<file path="src/rtl/regfile_arbiter.sv">
// Round-robin arbiter sharing one register-file port set (rA/rB read, rD write) between two clients.
// Optional write-before-read bypass enabled by defining REGFILE_ARB_BYPASS_EN.
module regfile_arbiter #(
    parameter int DATA_W = 16,
    parameter int SEL_W  = 3
) (
    input  logic                  clk,
    input  logic                  rst_n,
    input  logic [1:0]            req,
    input  logic [1:0]            lock,
    input  logic [2*SEL_W-1:0]    ra_sel,
    input  logic [2*SEL_W-1:0]    rb_sel,
    input  logic [2*SEL_W-1:0]    rd_sel,
    input  logic [2*DATA_W-1:0]   rd_data,
    input  logic [1:0]            rd_write,
    output logic [1:0]            gnt,
    output logic [1:0]            rsp_valid,
    output logic [DATA_W-1:0]     rsp_a,
    output logic [DATA_W-1:0]     rsp_b,
    output logic                  rf_enable,
    output logic [SEL_W-1:0]      rf_ra_sel,
    output logic [SEL_W-1:0]      rf_rb_sel,
    output logic [SEL_W-1:0]      rf_rd_sel,
    output logic [DATA_W-1:0]     rf_rd_in,
    output logic                  rf_rd_write,
    input  logic [DATA_W-1:0]     rf_ra_out,
    input  logic [DATA_W-1:0]     rf_rb_out
);

    typedef enum logic [1:0] {IDLE, OWN0, OWN1} state_t;

    state_t          state_reg;
    logic            rr_reg;
    logic [1:0]      rsp_valid_reg;
    logic [1:0]      gnt_next;
    logic            grant_any;
    logic            gnt_idx;

    logic [SEL_W-1:0]  ra_sel_c  [2];
    logic [SEL_W-1:0]  rb_sel_c  [2];
    logic [SEL_W-1:0]  rd_sel_c  [2];
    logic [DATA_W-1:0] rd_data_c [2];

    generate
        for (genvar gi = 0; gi < 2; gi++) begin : g_unpack
            assign ra_sel_c[gi]  = ra_sel[gi*SEL_W +: SEL_W];
            assign rb_sel_c[gi]  = rb_sel[gi*SEL_W +: SEL_W];
            assign rd_sel_c[gi]  = rd_sel[gi*SEL_W +: SEL_W];
            assign rd_data_c[gi] = rd_data[gi*DATA_W +: DATA_W];
        end
    endgenerate

    // While locked, the other client's request is simply not seen.
    always_comb begin
        gnt_next = 2'b00;
        if (rst_n) begin
            case (state_reg)
                IDLE:    gnt_next = (req == 2'b11) ? (rr_reg ? 2'b10 : 2'b01) : req;
                OWN0:    gnt_next = {1'b0, req[0]};
                OWN1:    gnt_next = {req[1], 1'b0};
                default: gnt_next = 2'b00;
            endcase
        end
    end

    assign grant_any = |gnt_next;
    assign gnt_idx   = gnt_next[1];
    assign gnt       = gnt_next;
    assign rf_enable = grant_any;
    assign rsp_valid = rsp_valid_reg;

    always_comb begin
        rf_ra_sel   = '0;
        rf_rb_sel   = '0;
        rf_rd_sel   = '0;
        rf_rd_in    = '0;
        rf_rd_write = 1'b0;
        if (grant_any) begin
            rf_ra_sel   = ra_sel_c[gnt_idx];
            rf_rb_sel   = rb_sel_c[gnt_idx];
            rf_rd_sel   = rd_sel_c[gnt_idx];
            rf_rd_in    = rd_data_c[gnt_idx];
            rf_rd_write = rd_write[gnt_idx];
        end
    end

    always_ff @(posedge clk) begin
        if (!rst_n) begin
            state_reg     <= IDLE;
            rr_reg        <= 1'b0;
            rsp_valid_reg <= 2'b00;
        end else begin
            rsp_valid_reg <= gnt_next;
            if (grant_any) begin
                if (lock[gnt_idx]) begin
                    state_reg <= gnt_idx ? OWN1 : OWN0;
                end else begin
                    state_reg <= IDLE;
                    rr_reg    <= ~gnt_idx;
                end
            end else begin
                // Owner dropped its request, or nobody asked.
                state_reg <= IDLE;
            end
        end
    end

`ifdef REGFILE_ARB_BYPASS_EN
    logic              hit_a_reg;
    logic              hit_b_reg;
    logic [DATA_W-1:0] byp_data_reg;

    always_ff @(posedge clk) begin
        if (!rst_n) begin
            hit_a_reg    <= 1'b0;
            hit_b_reg    <= 1'b0;
            byp_data_reg <= '0;
        end else if (grant_any) begin
            hit_a_reg    <= rf_rd_write && (rf_rd_sel == rf_ra_sel);
            hit_b_reg    <= rf_rd_write && (rf_rd_sel == rf_rb_sel);
            byp_data_reg <= rf_rd_in;
        end else begin
            hit_a_reg <= 1'b0;
            hit_b_reg <= 1'b0;
        end
    end

    assign rsp_a = hit_a_reg ? byp_data_reg : rf_ra_out;
    assign rsp_b = hit_b_reg ? byp_data_reg : rf_rb_out;
`else
    assign rsp_a = rf_ra_out;
    assign rsp_b = rf_rb_out;
`endif

endmodule

</file>
<file path="config.mk">
export PLATFORM = sky130hd
export DESIGN_NAME = regfile_arbiter
export DESIGN_NICKNAME = d
export VERILOG_FILES = /design/src/rtl/regfile_arbiter.sv
export SDC_FILE = /design/constraint.sdc
export NUM_CORES = 1
export LEC_CHECK = 0
export CAP_MARGIN = 20
export CORE_MARGIN = 5
export CORE_UTILIZATION = 18
export CTS_BUF_LIST = sky130_fd_sc_hd__clkbuf_4
export CTS_CLUSTER_SIZE = 25
export DETAILED_ROUTE_END_ITERATION = 12
export PLACE_DENSITY = 0.89
export SETUP_SLACK_MARGIN = 0.15
export SYNTH_ARGS = -nofsm -noshare
export SYNTH_HDL_FRONTEND = slang
export SYNTH_SLANG_ARGS = --single-unit
</file>
<file path="constraint.sdc">
create_clock -name clk -period 1.6 [get_ports clk]
set_clock_uncertainty 0.15 [all_clocks]
set_input_delay 0.24 -clock clk [delete_from_list [all_inputs] [get_ports clk]]
set_output_delay 0.24 -clock clk [all_outputs]
set_load 0.01 [all_outputs]
</file>
After elaboration in Yosys (flattened, before gate mapping)
Index checks and enable logic that the tools add are counted.
{ "word_totals": {"regBits": 5, "latch_bits": 0, "ramBits": 0, "rom_bits": 0, "inputBits": 90, "output_inout_bits": 63, "wordCells": 41, "mem_count": 0} }
{ "classes": {"add_sub_neg": 0, "n_mul": 0, "n_div": 0, "order_cmp": 2, "n_eq_ne": 3, "shift": 0, "muxes": 26, "bitwise_logic": 3, "n_reduce_logical": 4} }
{ "ops": {"columns": ["operator", "count"], "rows": [
  ["two-way mux 16 bit", 4],
  ["two-way mux 3 bit", 12],
  ["two-way mux 2 bit", 4],
  ["case mux 2 bit (3 select lines)", 1],
  ["two-way mux 1 bit", 5],
  ["== test 2 bit, second input constant", 2],
  ["AND reduction 3 bit", 1],
  ["== test 2 x 1 -> 1 bit, second input constant", 1],
  ["greater-or-equal comparator 2 bit, second input constant", 1],
  ["zero test 2 bit", 1],
  ["< comparator 1 x 2 -> 1 bit, second input constant", 1],
  ["NOT 1 bit", 2],
  ["NOT 1 -> 2 bit", 1],
  ["AND reduction 2 bit", 1],
  ["OR reduction 2 bit", 1]
]} }

Logic depth before layout (Yosys ltp)
{ "depth": {"depth_word": 9, "mapped_depth": 5, "ltp_nobuf": 3} }

Worst setup path after synthesis
No wires, ideal clock.
{ "synth_timing": {"kind": "reg-to-output", "from": "register rr_reg", "to": "output rf_rd_in[10]", "t_arrival_ps": 1161, "required_time_ps": 1210, "slack_ps": 49, "path_stages_with_launch": 5, "n_path_buf": 2, "path_cell_list": "dfxtp_1 o311a_1 buf_6 buf_6 a22o_1"} }
{ "synth_between": {"elab_chain_len": 9, "word_cells_on_any_way": 10, "classes_between": "8 x mux; 1 x bitwise; 1 x reduce/logical"} }
{ "synth_lines": {"columns": ["item", "line", "text"], "rows": [
  ["start: declaration", "33", "logic rr_reg;"],
  ["start signal: assignment", "99", "rr_reg <= ~gnt_idx;"],
  ["two-way mux 2 bit (*) (2 in a row)", "58", "IDLE: gnt_next = (req == 2'b11) ? (rr_reg ? 2'b10 : 2'b01) : req;"],
  ["case mux 2 bit (3 select lines) (*)", "57", "case (state_reg)"],
  ["two-way mux 2 bit (*)", "56", "if (rst_n) begin"],
  ["NOT 1 -> 2 bit (implied by the code)", "82", "rf_rd_in = rd_data_c[gnt_idx];"],
  ["two-way mux 16 bit (implied by the code) (3 in a row)", "82", null],
  ["two-way mux 16 bit (*)", "78", "if (grant_any) begin"],
  ["end: declaration", "24", "output logic [DATA_W-1:0] rf_rd_in,"]
]} }
Mark *: on every way between the ends. The rest lies on a longest branch, timed or not. The select of a mux whose other input is x is not followed.

Final worst setup path
{ "layout_timing": {"from": "register rr_reg", "to": "output rf_rd_in[3]"} }
The elaborated chain is that of the path after synthesis.

==> reports/qor.yml <==
ios: 153
p_total_w: 0.0007021
ys_types: 14
port_buffers: 88
timing.fmax_mhz: 515.2
r2r_cells: 4
synth.largest_area_cell: "buf_4"
outcome: "finished, violations left"
violations: "negative setup slack"
slew_headroom_pct: 88.39
yosysWarnings: 0
clock-sinks: 5
dieHeight_um: 72.56
cp.required_ns: 1.21
cellLeakagePower_nw: 0.7324
routabilityCongestion: 0.7282
wl_um: 3144
initial_core_util_pct: 18.96
die_w_um: 72.56
grtUsageTotal_pct: 10.86
whs_path_depth: 0
globalRouteMet2Util_pct: 20.34
fp.coreArea_um2: 3716
via_count: 914
grt_max_degree: 13
drv_slew: 0
diodes: 0
finalHoldViolCount: 0
synth_seq_cells: 5
routed_via_density: 4.459
clk_path_buf_depth: 2
tightestPinTransition_ns: 0.1728
place_area_um2: 1468
remaining_drc_errors: 0
irDropWorstVdd_uv: 278.1
setup_violations: 29
cts-htree-levels: 1
die_area_um2: 5264
worst_slack_ns: -0.3408
cts_made_buffers: 3
grt_antenna_before_repair: 0
num-nets-final: 248
firstDrtPassIters: 4
busiest_layer: "met2"
ant_nets: 0
cts_tree: "built"
max_cap_viol_count: 0
synth_nets: 172
first_iter_violations: 9
yosysSeqAreaShare_pct: 14.21
rows: 22
grt_util_met3_pct: 4.709
use_met1_pct: 9.188
cts-root-buf: "clkbuf_4"
hp-class: "in -> out"
cp-end-kind: "output pin"
worst_skew_pair.late_latency_ns: 0.25
synth_top_area_share_pct: 35.17
powerDensity_nw_per_um2: 456.6
syn_avg_cell_area_um2: 8.591
dp_hpwl_um: 2493
timing.final.crit_share_pct: 121.3
area.growth.synth_to_final_pct: 118.3
synth_area_leaders: "buf_4 35%, a22o_1 32%, dfxtp_1 14%, buf_6 3.2%, o311a_1 2.8%"
rsz0062_at_grt: "true"
crit_type: "reg -> out"
grt_pass1_wl_um: 4429
grt_pass1_vias: 991
period_minus_slack_ns: 1.941
critical_path.max_fanout: 10
grt_overflow: 0
crit_path_start_kind: "flip-flop"
design_area_um2: 1538
drive_gt1_share_pct: 38.22
wl_per_cell_um: 15.34
crit_arrival_ns: 1.55
path_clk_slew_ns: 0.04
fin_util_pct: 41.38
syn_inst: 82
syn_area_um2: 704.4
-- final timing paths --
| path | from | end | slack (ns) |
|---|---|---|---|
| worst max register to register | rr_reg | state_reg[1] | 0.22 |
| worst max-delay path | rr_reg | rf_rd_in[3] | -0.34 |
| worst min register to register | rr_reg | rsp_valid[0] | 0.42 |
| worst min-delay path | rf_ra_out[2] | rsp_a[2] | 0.33 |
-- timing repair --
| item | in CTS | in global routing |
|---|---|---|
| pin swaps | 4 | 5 |
| setup endpoints to repair | 33 | 29 |
| gates resized for setup | 135 | 5 |
| buffers inserted | 5 | 1 |
| cloned | 3 | 0 |
| hold buffers | 0 | 0 |
-- Yosys cell counts (all sizes together) --
library cell and n:
nor2b 1, a22o 26, nor3 1, buf 38
dfxtp 5, or2 1, o211a 1, inv 1
o311a 2, a21oi 2, nand3b 2, and2 2
-- per-stage QoR --
stage,cells,hold slack [ns],TNS [ns],setup WS (ns)
after floorplan,82,0.2116,0,0.09717
after global placement,192,0.3301,-23.76,-0.8516
after detailed placement,192,0.3301,-23.64,-0.8421
after CTS,204,0.3301,-8.950,-0.3465
after global routing,205,0.3300,-10.18,-0.3774
final,205,0.3300,-8.785,-0.3408
-- worst max-delay path, stage by stage (launching register included) --
cell and delay (ns):
dfxtp_2 0.33, o311a_4 0.38, buf_6 0.13, buf_12 0.13
a22o_1 0.20, buf_2 0.14
-- per-layer routing --
layer | up-vias | wire (um)
li1 | 424 | -
met1 | 392 | 1033
met2 | 81 | 1509
met3 | 17 | 470
met4 | 0 | 130
met5 | - | 0
-- cells by family (layout without fill, tap and decap cells) --
logic type,count (synthesis),count (layout),synth area share [%]
AO/OA/AOI/OAI,31,31,38.01
AND/OR/NAND/NOR,7,7,6.749
flip-flops,5,5,14.21
buffers and inverters,39,114,41.03
-- power breakdown --
| part | total (W) | internal (W) | switching, W | leakage, nW |
|---|---|---|---|---|
| logic | 0.000398 | 0.000266 | 0.000133 | 0.672 |
| clock network | 0.000167 | 0.000111 | 0.0000552 | 0.0184 |
| registers | 0.000137 | 0.000133 | 0.00000464 | 0.0419 |
| total | 0.000702 | 0.000510 | 0.000193 | 0.732 |
-- cells in the final DEF (no fill, tap or decap), drive strengths merged --
master         Yosys  final
nand3b             2      2
nor2b              1      1
a21oi              2      2
dlygate4sd2        0      5
nor3               1      1
and2               2      2
clkbuf             0      4
clkdlybuf4s50      0     54
or2                1      1
o211a              1      1
o311a              2      2
inv                1      1
buf               38     50
dfxtp              5      5
a22o              26     26
-- final cells by class --
class,count,area (um^2)
Clock buffer,4,30.03
Sequential cell,5,102.6
Multi-Input combinational cell,38,342.8
Timing Repair Buffer,109,998.5
Inverter,1,3.754
Tap cell,48,60.06
Fill cell,377,2178
Power figures use the tool's default switching activity.
